[config.mk]
export PLATFORM = sky130hd
export DESIGN_NAME = param_triggered_ts_generator
export DESIGN_NICKNAME = d
export VERILOG_FILES = /design/src/rtl/param_triggered_ts_generator.sv
export SDC_FILE = /design/constraint.sdc
export NUM_CORES = 1
export LEC_CHECK = 0
export ABC_AREA = 1
export CORE_ASPECT_RATIO = 1.25
export CORE_MARGIN = 5
export CORE_UTILIZATION = 40
export DETAILED_ROUTE_END_ITERATION = 16
export PLACE_DENSITY = 0.67
export SYNTH_ARGS = -nofsm -noshare
export SYNTH_HDL_FRONTEND = slang
export SYNTH_SLANG_ARGS = --single-unit
[constraint.sdc]
create_clock -name clock -period 2.6 [get_ports clock]
set_clock_uncertainty 0.05 [all_clocks]
set_input_delay 0.52 -clock clock [delete_from_list [all_inputs] [get_ports clock]]
set_output_delay 0.52 -clock clock [all_outputs]
set_load 0.05 [all_outputs]
[src/rtl/param_triggered_ts_generator.sv]
// Triggered timestamp generator: TS1/TS2 counters with overflow extension, frame sync pulses
// and programmable trigger/injection windows, free-running or armed single-shot.
module param_triggered_ts_generator #(
    parameter int TS1_W      = 10,
    parameter int TS1_OVF_W  = 30,
    parameter int TS2_W      = 7,
    parameter int TS2_OVF_W  = 25,
    parameter int DIV_W      = 8,
    parameter int FRAME_LOG2 = 2
) (
    input  logic                        clock,
    input  logic                        reset_n,
    input  logic                        enable,
    input  logic                        single_shot,
    input  logic                        arm,
    input  logic [DIV_W-1:0]            tsdiv,
    input  logic [DIV_W-1:0]            ts2div,
    input  logic [DIV_W-1:0]            tsphase,
    input  logic [TS1_W-1:0]            trig_start,
    input  logic [TS1_W-1:0]            trig_stop,
    input  logic [TS1_W-1:0]            inj_start,
    input  logic [TS1_W-1:0]            inj_stop,
    output logic [TS1_W+TS1_OVF_W-1:0]  tsout,
    output logic [TS2_W+TS2_OVF_W-1:0]  ts2out,
    output logic                        sync_reset,
    output logic                        overflow_sync,
    output logic                        trigger,
    output logic                        inj_trigger,
    output logic                        busy
);

    localparam int N_WIN    = 2;
    localparam int WIN_TRIG = 0;
    localparam int WIN_INJ  = 1;

    // ------------------------------------------------------------------
    // Tick dividers
    // ------------------------------------------------------------------
    logic [DIV_W-1:0] div1_reg;
    logic [DIV_W-1:0] div1_next;
    logic [DIV_W-1:0] div2_reg;
    logic [DIV_W-1:0] div2_next;
    logic             tick1;
    logic             tick2;

    // ">=" rather than "==" so a divider lowered below the running count ticks at once
    assign tick1     = (div1_reg >= tsdiv);
    assign tick2     = (div2_reg >= ts2div);
    assign div1_next = tick1 ? '0 : div1_reg + 1'b1;
    assign div2_next = tick2 ? '0 : div2_reg + 1'b1;

    // ------------------------------------------------------------------
    // Timestamp counters
    // ------------------------------------------------------------------
    logic [TS1_W-1:0]     ts1_reg;
    logic [TS1_OVF_W-1:0] ovf1_reg;
    logic [TS2_W-1:0]     ts2_reg;
    logic [TS2_OVF_W-1:0] ovf2_reg;
    logic [TS1_OVF_W-1:0] ovf1_inc;
    logic                 wrap1;
    logic                 wrap2;
    logic                 in_frame;
    logic                 enter_frame;
    logic                 leave_frame;

    assign wrap1       = tick1 && (&ts1_reg);
    assign wrap2       = tick2 && (&ts2_reg);
    assign ovf1_inc    = ovf1_reg + 1'b1;
    assign in_frame    = (ovf1_reg[FRAME_LOG2-1:0] == '0);
    assign enter_frame = wrap1 && (ovf1_inc[FRAME_LOG2-1:0] == '0);
    assign leave_frame = wrap1 && in_frame;

    always_ff @(posedge clock) begin
        if (!reset_n) begin
            div1_reg <= '0;
            div2_reg <= '0;
            ts1_reg  <= '0;
            ovf1_reg <= '0;
            ts2_reg  <= '0;
            ovf2_reg <= '0;
        end else if (!enable) begin
            // tsphase sets the TS2 tick phase relative to TS1 once enable rises
            div1_reg <= '0;
            div2_reg <= tsphase;
            ts1_reg  <= '0;
            ovf1_reg <= '0;
            ts2_reg  <= '0;
            ovf2_reg <= '0;
        end else begin
            div1_reg <= div1_next;
            div2_reg <= div2_next;
            if (tick1) begin
                ts1_reg <= ts1_reg + 1'b1;
                if (wrap1) begin
                    ovf1_reg <= ovf1_inc;
                end
            end
            if (tick2) begin
                ts2_reg <= ts2_reg + 1'b1;
                if (wrap2) begin
                    ovf2_reg <= ovf2_reg + 1'b1;
                end
            end
        end
    end

    // ------------------------------------------------------------------
    // Trigger / injection windows
    // ------------------------------------------------------------------
    logic [TS1_W-1:0] win_start [N_WIN];
    logic [TS1_W-1:0] win_stop  [N_WIN];
    logic [N_WIN-1:0] win_reg;
    logic [N_WIN-1:0] win_next;
    logic [N_WIN-1:0] win_hit_start;
    logic [N_WIN-1:0] win_hit_stop;
    logic             win_eval;
    logic             set_allowed;
    logic             armed_reg;
    logic             armed_next;
    logic             busy_reg;
    logic             busy_next;
    logic             trig_fall;

    assign win_start[WIN_TRIG] = trig_start;
    assign win_stop[WIN_TRIG]  = trig_stop;
    assign win_start[WIN_INJ]  = inj_start;
    assign win_stop[WIN_INJ]   = inj_stop;

    assign win_eval    = tick1 && in_frame;
    assign set_allowed = !single_shot || armed_reg;

    // Compared against the pre-increment ts1, so the output rises as ts1 leaves start
    generate
        for (genvar gi = 0; gi < N_WIN; gi++) begin : g_win
            assign win_hit_start[gi] = (ts1_reg == win_start[gi]);
            assign win_hit_stop[gi]  = (ts1_reg == win_stop[gi]);
            assign win_next[gi] = wrap1                                  ? 1'b0 :
                                  !win_eval                              ? win_reg[gi] :
                                  win_hit_stop[gi]                       ? 1'b0 :
                                  (win_hit_start[gi] && set_allowed)     ? 1'b1 :
                                                                           win_reg[gi];
        end
    endgenerate

    assign trig_fall = win_reg[WIN_TRIG] && !win_next[WIN_TRIG];

    // One arm buys one trigger window; an unused arm expires at the end of its frame
    always_comb begin
        armed_next = armed_reg;
        if (armed_reg && (trig_fall || leave_frame)) begin
            armed_next = 1'b0;
        end else if (arm && single_shot && !busy_reg) begin
            armed_next = 1'b1;
        end
    end

    assign busy_next = armed_next || (|win_next);

    // ------------------------------------------------------------------
    // Registered control outputs
    // ------------------------------------------------------------------
    logic sync_reset_reg;
    logic overflow_sync_reg;

    always_ff @(posedge clock) begin
        if (!reset_n) begin
            win_reg           <= '0;
            armed_reg         <= 1'b0;
            busy_reg          <= 1'b0;
            sync_reset_reg    <= 1'b0;
            overflow_sync_reg <= 1'b0;
        end else if (!enable) begin
            win_reg           <= '0;
            armed_reg         <= 1'b0;
            busy_reg          <= 1'b0;
            sync_reset_reg    <= 1'b0;
            overflow_sync_reg <= 1'b0;
        end else begin
            win_reg           <= win_next;
            armed_reg         <= armed_next;
            busy_reg          <= busy_next;
            sync_reset_reg    <= enter_frame;
            overflow_sync_reg <= wrap1;
        end
    end

    assign tsout         = {ovf1_reg, ts1_reg};
    assign ts2out        = {ovf2_reg, ts2_reg};
    assign sync_reset    = sync_reset_reg;
    assign overflow_sync = overflow_sync_reg;
    assign trigger       = win_reg[WIN_TRIG];
    assign inj_trigger   = win_reg[WIN_INJ];
    assign busy          = busy_reg;

endmodule

==> results by group <==
Status
  – Status: complete, no violations

Critical path
  – Startpoint types: flip-flop
  – Setup crit end kind: output port
  – Buf/Inv on CP: 1
  – Reg-to-reg critical path endpoint: ovf1_reg[18]
  – Setup crit start: ts1_reg[4]
  – Max FO, Critical Path: 8
  – Crit Reg-Reg Startpoint: ovf1_reg[1]
  – Cell family with most CP delay: buffers and inverters
  – Required time of the critical path: 2030 ps
  – Critical path cell sequence: clkdlybuf4s50_1
  – R2R depth: 8
  – Critical path type: reg2out
  – Crit path max-delay cell type: clkdlybuf4s50_1
  – Crit path DAT: 1790 ps
  – Reg2Reg Setup Slack: 480 ps
  – CP peak stage delay: 890 ps

Clock network
  – Clock Sinks: 94
  – Clk Latency, worst-skew pair: 340 ps
  – CTS tree: built
  – CTS Root Cell: clkbuf_16
  – Clock transition at path regs: 60 ps
  – Hold buffer count at CTS: 0
  – Num CTS Buffers: 9
  – Htree depth: 3
  – Setup Fix Bufs, Post-CTS: 0
  – Post-CTS Resized: 0
  – Max clock buf depth: 2

Routing
  – Antenna Nets Post-Route: 0
  – Via count: 5,997
  – Pre-Repair DR Iteration Count: 5
  – DR DRC count: 0
  – Via density: 4.90
  – 1st-iter DRT viols: 283
  – Final WL: 17,100 um
  – Post-DR wirelength/cell: 14.0 um

Global route
  – Global-route wire length before repair: 28,400 um
  – Vias in the first global route: 5,722
  – Grt total ovfl: 0
  – Largest net degree at the start of global routing: 50
  – Initial antenna violation count: 0
  – GR Util All Layers: 19.7%

Hold path
  – Hold Crit Class: reg2reg
  – Hold Crit Depth: 2
  – HP Start: ts2_reg[4]
  – Hold Path Sink: ts2_reg[4]

Pwr
  – Pwr Density: 387 nW/um^2
  – Switching pwr: 679 uW
  – Gate power share: 8.9%
  – Flop pwr share: 47.6%
  – Leak: 3.03 nW
  – Clk pwr share: 43.5%
  – Internal power consumption: 2.40 mW
  – Sw Share: 22.0%
  – Worst vdd ir: 0.000281 V

Layout
  – # nets final: 1,134
  – Final instance area: 7960 sq um
  – Share of post-route cells with drive strength above 1: 6.41%
  – Antenna fix cells: 0
  – Max reg flops: 30
  – Synth-to-layout area growth: 34.2%

Floorplan
  – Core Region: 14,500 sq um
  – Starting Density: 41.0%
  – Die width: 119 um
  – Die area: 17,400 sq um
  – Rows: 49
  – # IOs: 146
  – Die Height: 146 um

Synthesis
  – Post-synth EDFFs: 0
  – FF+latch count, synth: 94
  – Ys flop type: dfxtp_1
  – Mapped cell area: 5930 sq um
  – Sequential cell area fraction in the yosys report: 31.7%
  – Syn Area/Cell: 6.66 sq um
  – Synthesized net count: 983
  – Syn Inst Count: 890
  – Unique masters post-synth: 40
  – Async SR Flop Fraction: 0%
  – Ys Warns: 0

Timing
  – Final worst path period share: 90.9%
  – Hold slack: 410 ps
  – Final hold vios: 0
  – Slew HR: 62.2%
  – # setup viols final: 0
  – Unrepaired setup endpoints after global routing: false
  – Fmax: 0.423 GHz
  – Slew Limit Fails: 0
  – Slew @ Worst Pin: 565 ps
  – Min Tclk post-route: 2360 ps

Placement
  – Placed instance area: 7660 sq um
  – PortBufs: 145
  – Placer Congestion: 0.864
  – DP HPWL: 13,500 um

Run
  – Max Cap Viol: 0
[layer usage]
| layer | wire length [um] | global-route usage, % | vias up |
|---|---|---|---|
| met5 | 0 | 0 | - |
| met4 | 357 | 6.96 | 0 |
| met3 | 809 | 3.64 | 23 |
| met2 | 8160 | 32.9 | 148 |
| met1 | 7750 | 25.3 | 2664 |
| li1 | - | - | 3162 |
[per-stage QoR]
step                      setup TNS (ps)  instances  setup slack (ps)  power [mW]  utilization [%]
final                                  0       1223               237        3.08             55.0
after global routing                   0       1223               109        3.21             55.0
after CTS                              0       1223               217        3.11             55.0
after detailed placement            -363       1208             -54.5        1.77             52.9
after global placement             -47.8       1208             -17.0        1.77             52.9
after floorplan                        0        890               478        1.62                -
[final cells by class]
type                       instances  area (sq um)
sequential                        94          1880
tap                              178           223
multi-input combinational        666          3520
timing repair buffer             164          1630
clock buffer                      12           256
clock inverter                     3          43.8
fill                            1438          6510
inverter                         106           400
[cells in the mapped netlist (all sizes together), types with 4 or more instances]
library cell	number	area [sq um]
a21oi	68	340
buf	18	109
clkbuf	6	22.5
dfxtp	94	1880
ha	24	300
inv	104	390
nand2	231	885
nand3	61	320
nand4	18	113
nor2	98	390
nor3	33	195
nor3b	10	85.1
o21ai	43	215
or2	4	25.0
xnor2	29	254
xor2	30	263
[logic make-up after synthesis]
kind of cell / count (synthesis) / share of synthesized area [%]
AO/OA/AOI/OAI: 119 / 10.4
flip-flops: 94 / 31.7
buffers and inverters: 130 / 8.97
adder cells (fa/ha/maj): 24 / 5.06
XOR/XNOR: 59 / 8.71
AND/OR/NAND/NOR: 464 / 35.2
[worst max path at each step]
stage | endpoint | slack [ps] | depth (start not counted)
CTS | tsout[4] | 220 | 1
global placement | div2_reg[7] | -20 | 10
detailed placement | div2_reg[7] | -50 | 10
global route | ovf2_reg[5] | 110 | 12
floorplan | ovf1_reg[18] | 480 | 8
finish | tsout[4] | 240 | 1
[power by group through the flow]
| stage | clock network [mW] | logic, mW | registers (mW) |
|---|---|---|---|
| 6_report | 1.34 | 0.275 | 1.47 |
| 5_1_grt | 1.44 | 0.308 | 1.47 |
| 4_1_cts | 1.37 | 0.279 | 1.47 |
| 3_5_place_dp | 0 | 0.277 | 1.50 |
| 3_3_place_gp | 0 | 0.274 | 1.50 |
| 2_1_floorplan | 0 | 0.123 | 1.50 |
[cell usage in the layout, fill, tap and decap left out, drive strengths merged]
cell type,n
nor2,98
nor4,3
nand3,61
dfxtp,94
a21o,1
o21ai,43
nor3,33
xnor2,29
and2,1
or3b,1
nor3b,10
nand3b,1
o21bai,2
nand2,231
inv,104
buf,19
clkbuf,12
a31oi,1
ha,24
clkdlybuf4s50,145
bufinv,1
a211oi,1
xor2,30
or2,4
nand4,18
and3,3
clkinv,4
a21oi,68
o21a,3
Note: power is estimated with default switching activity, not from simulation.
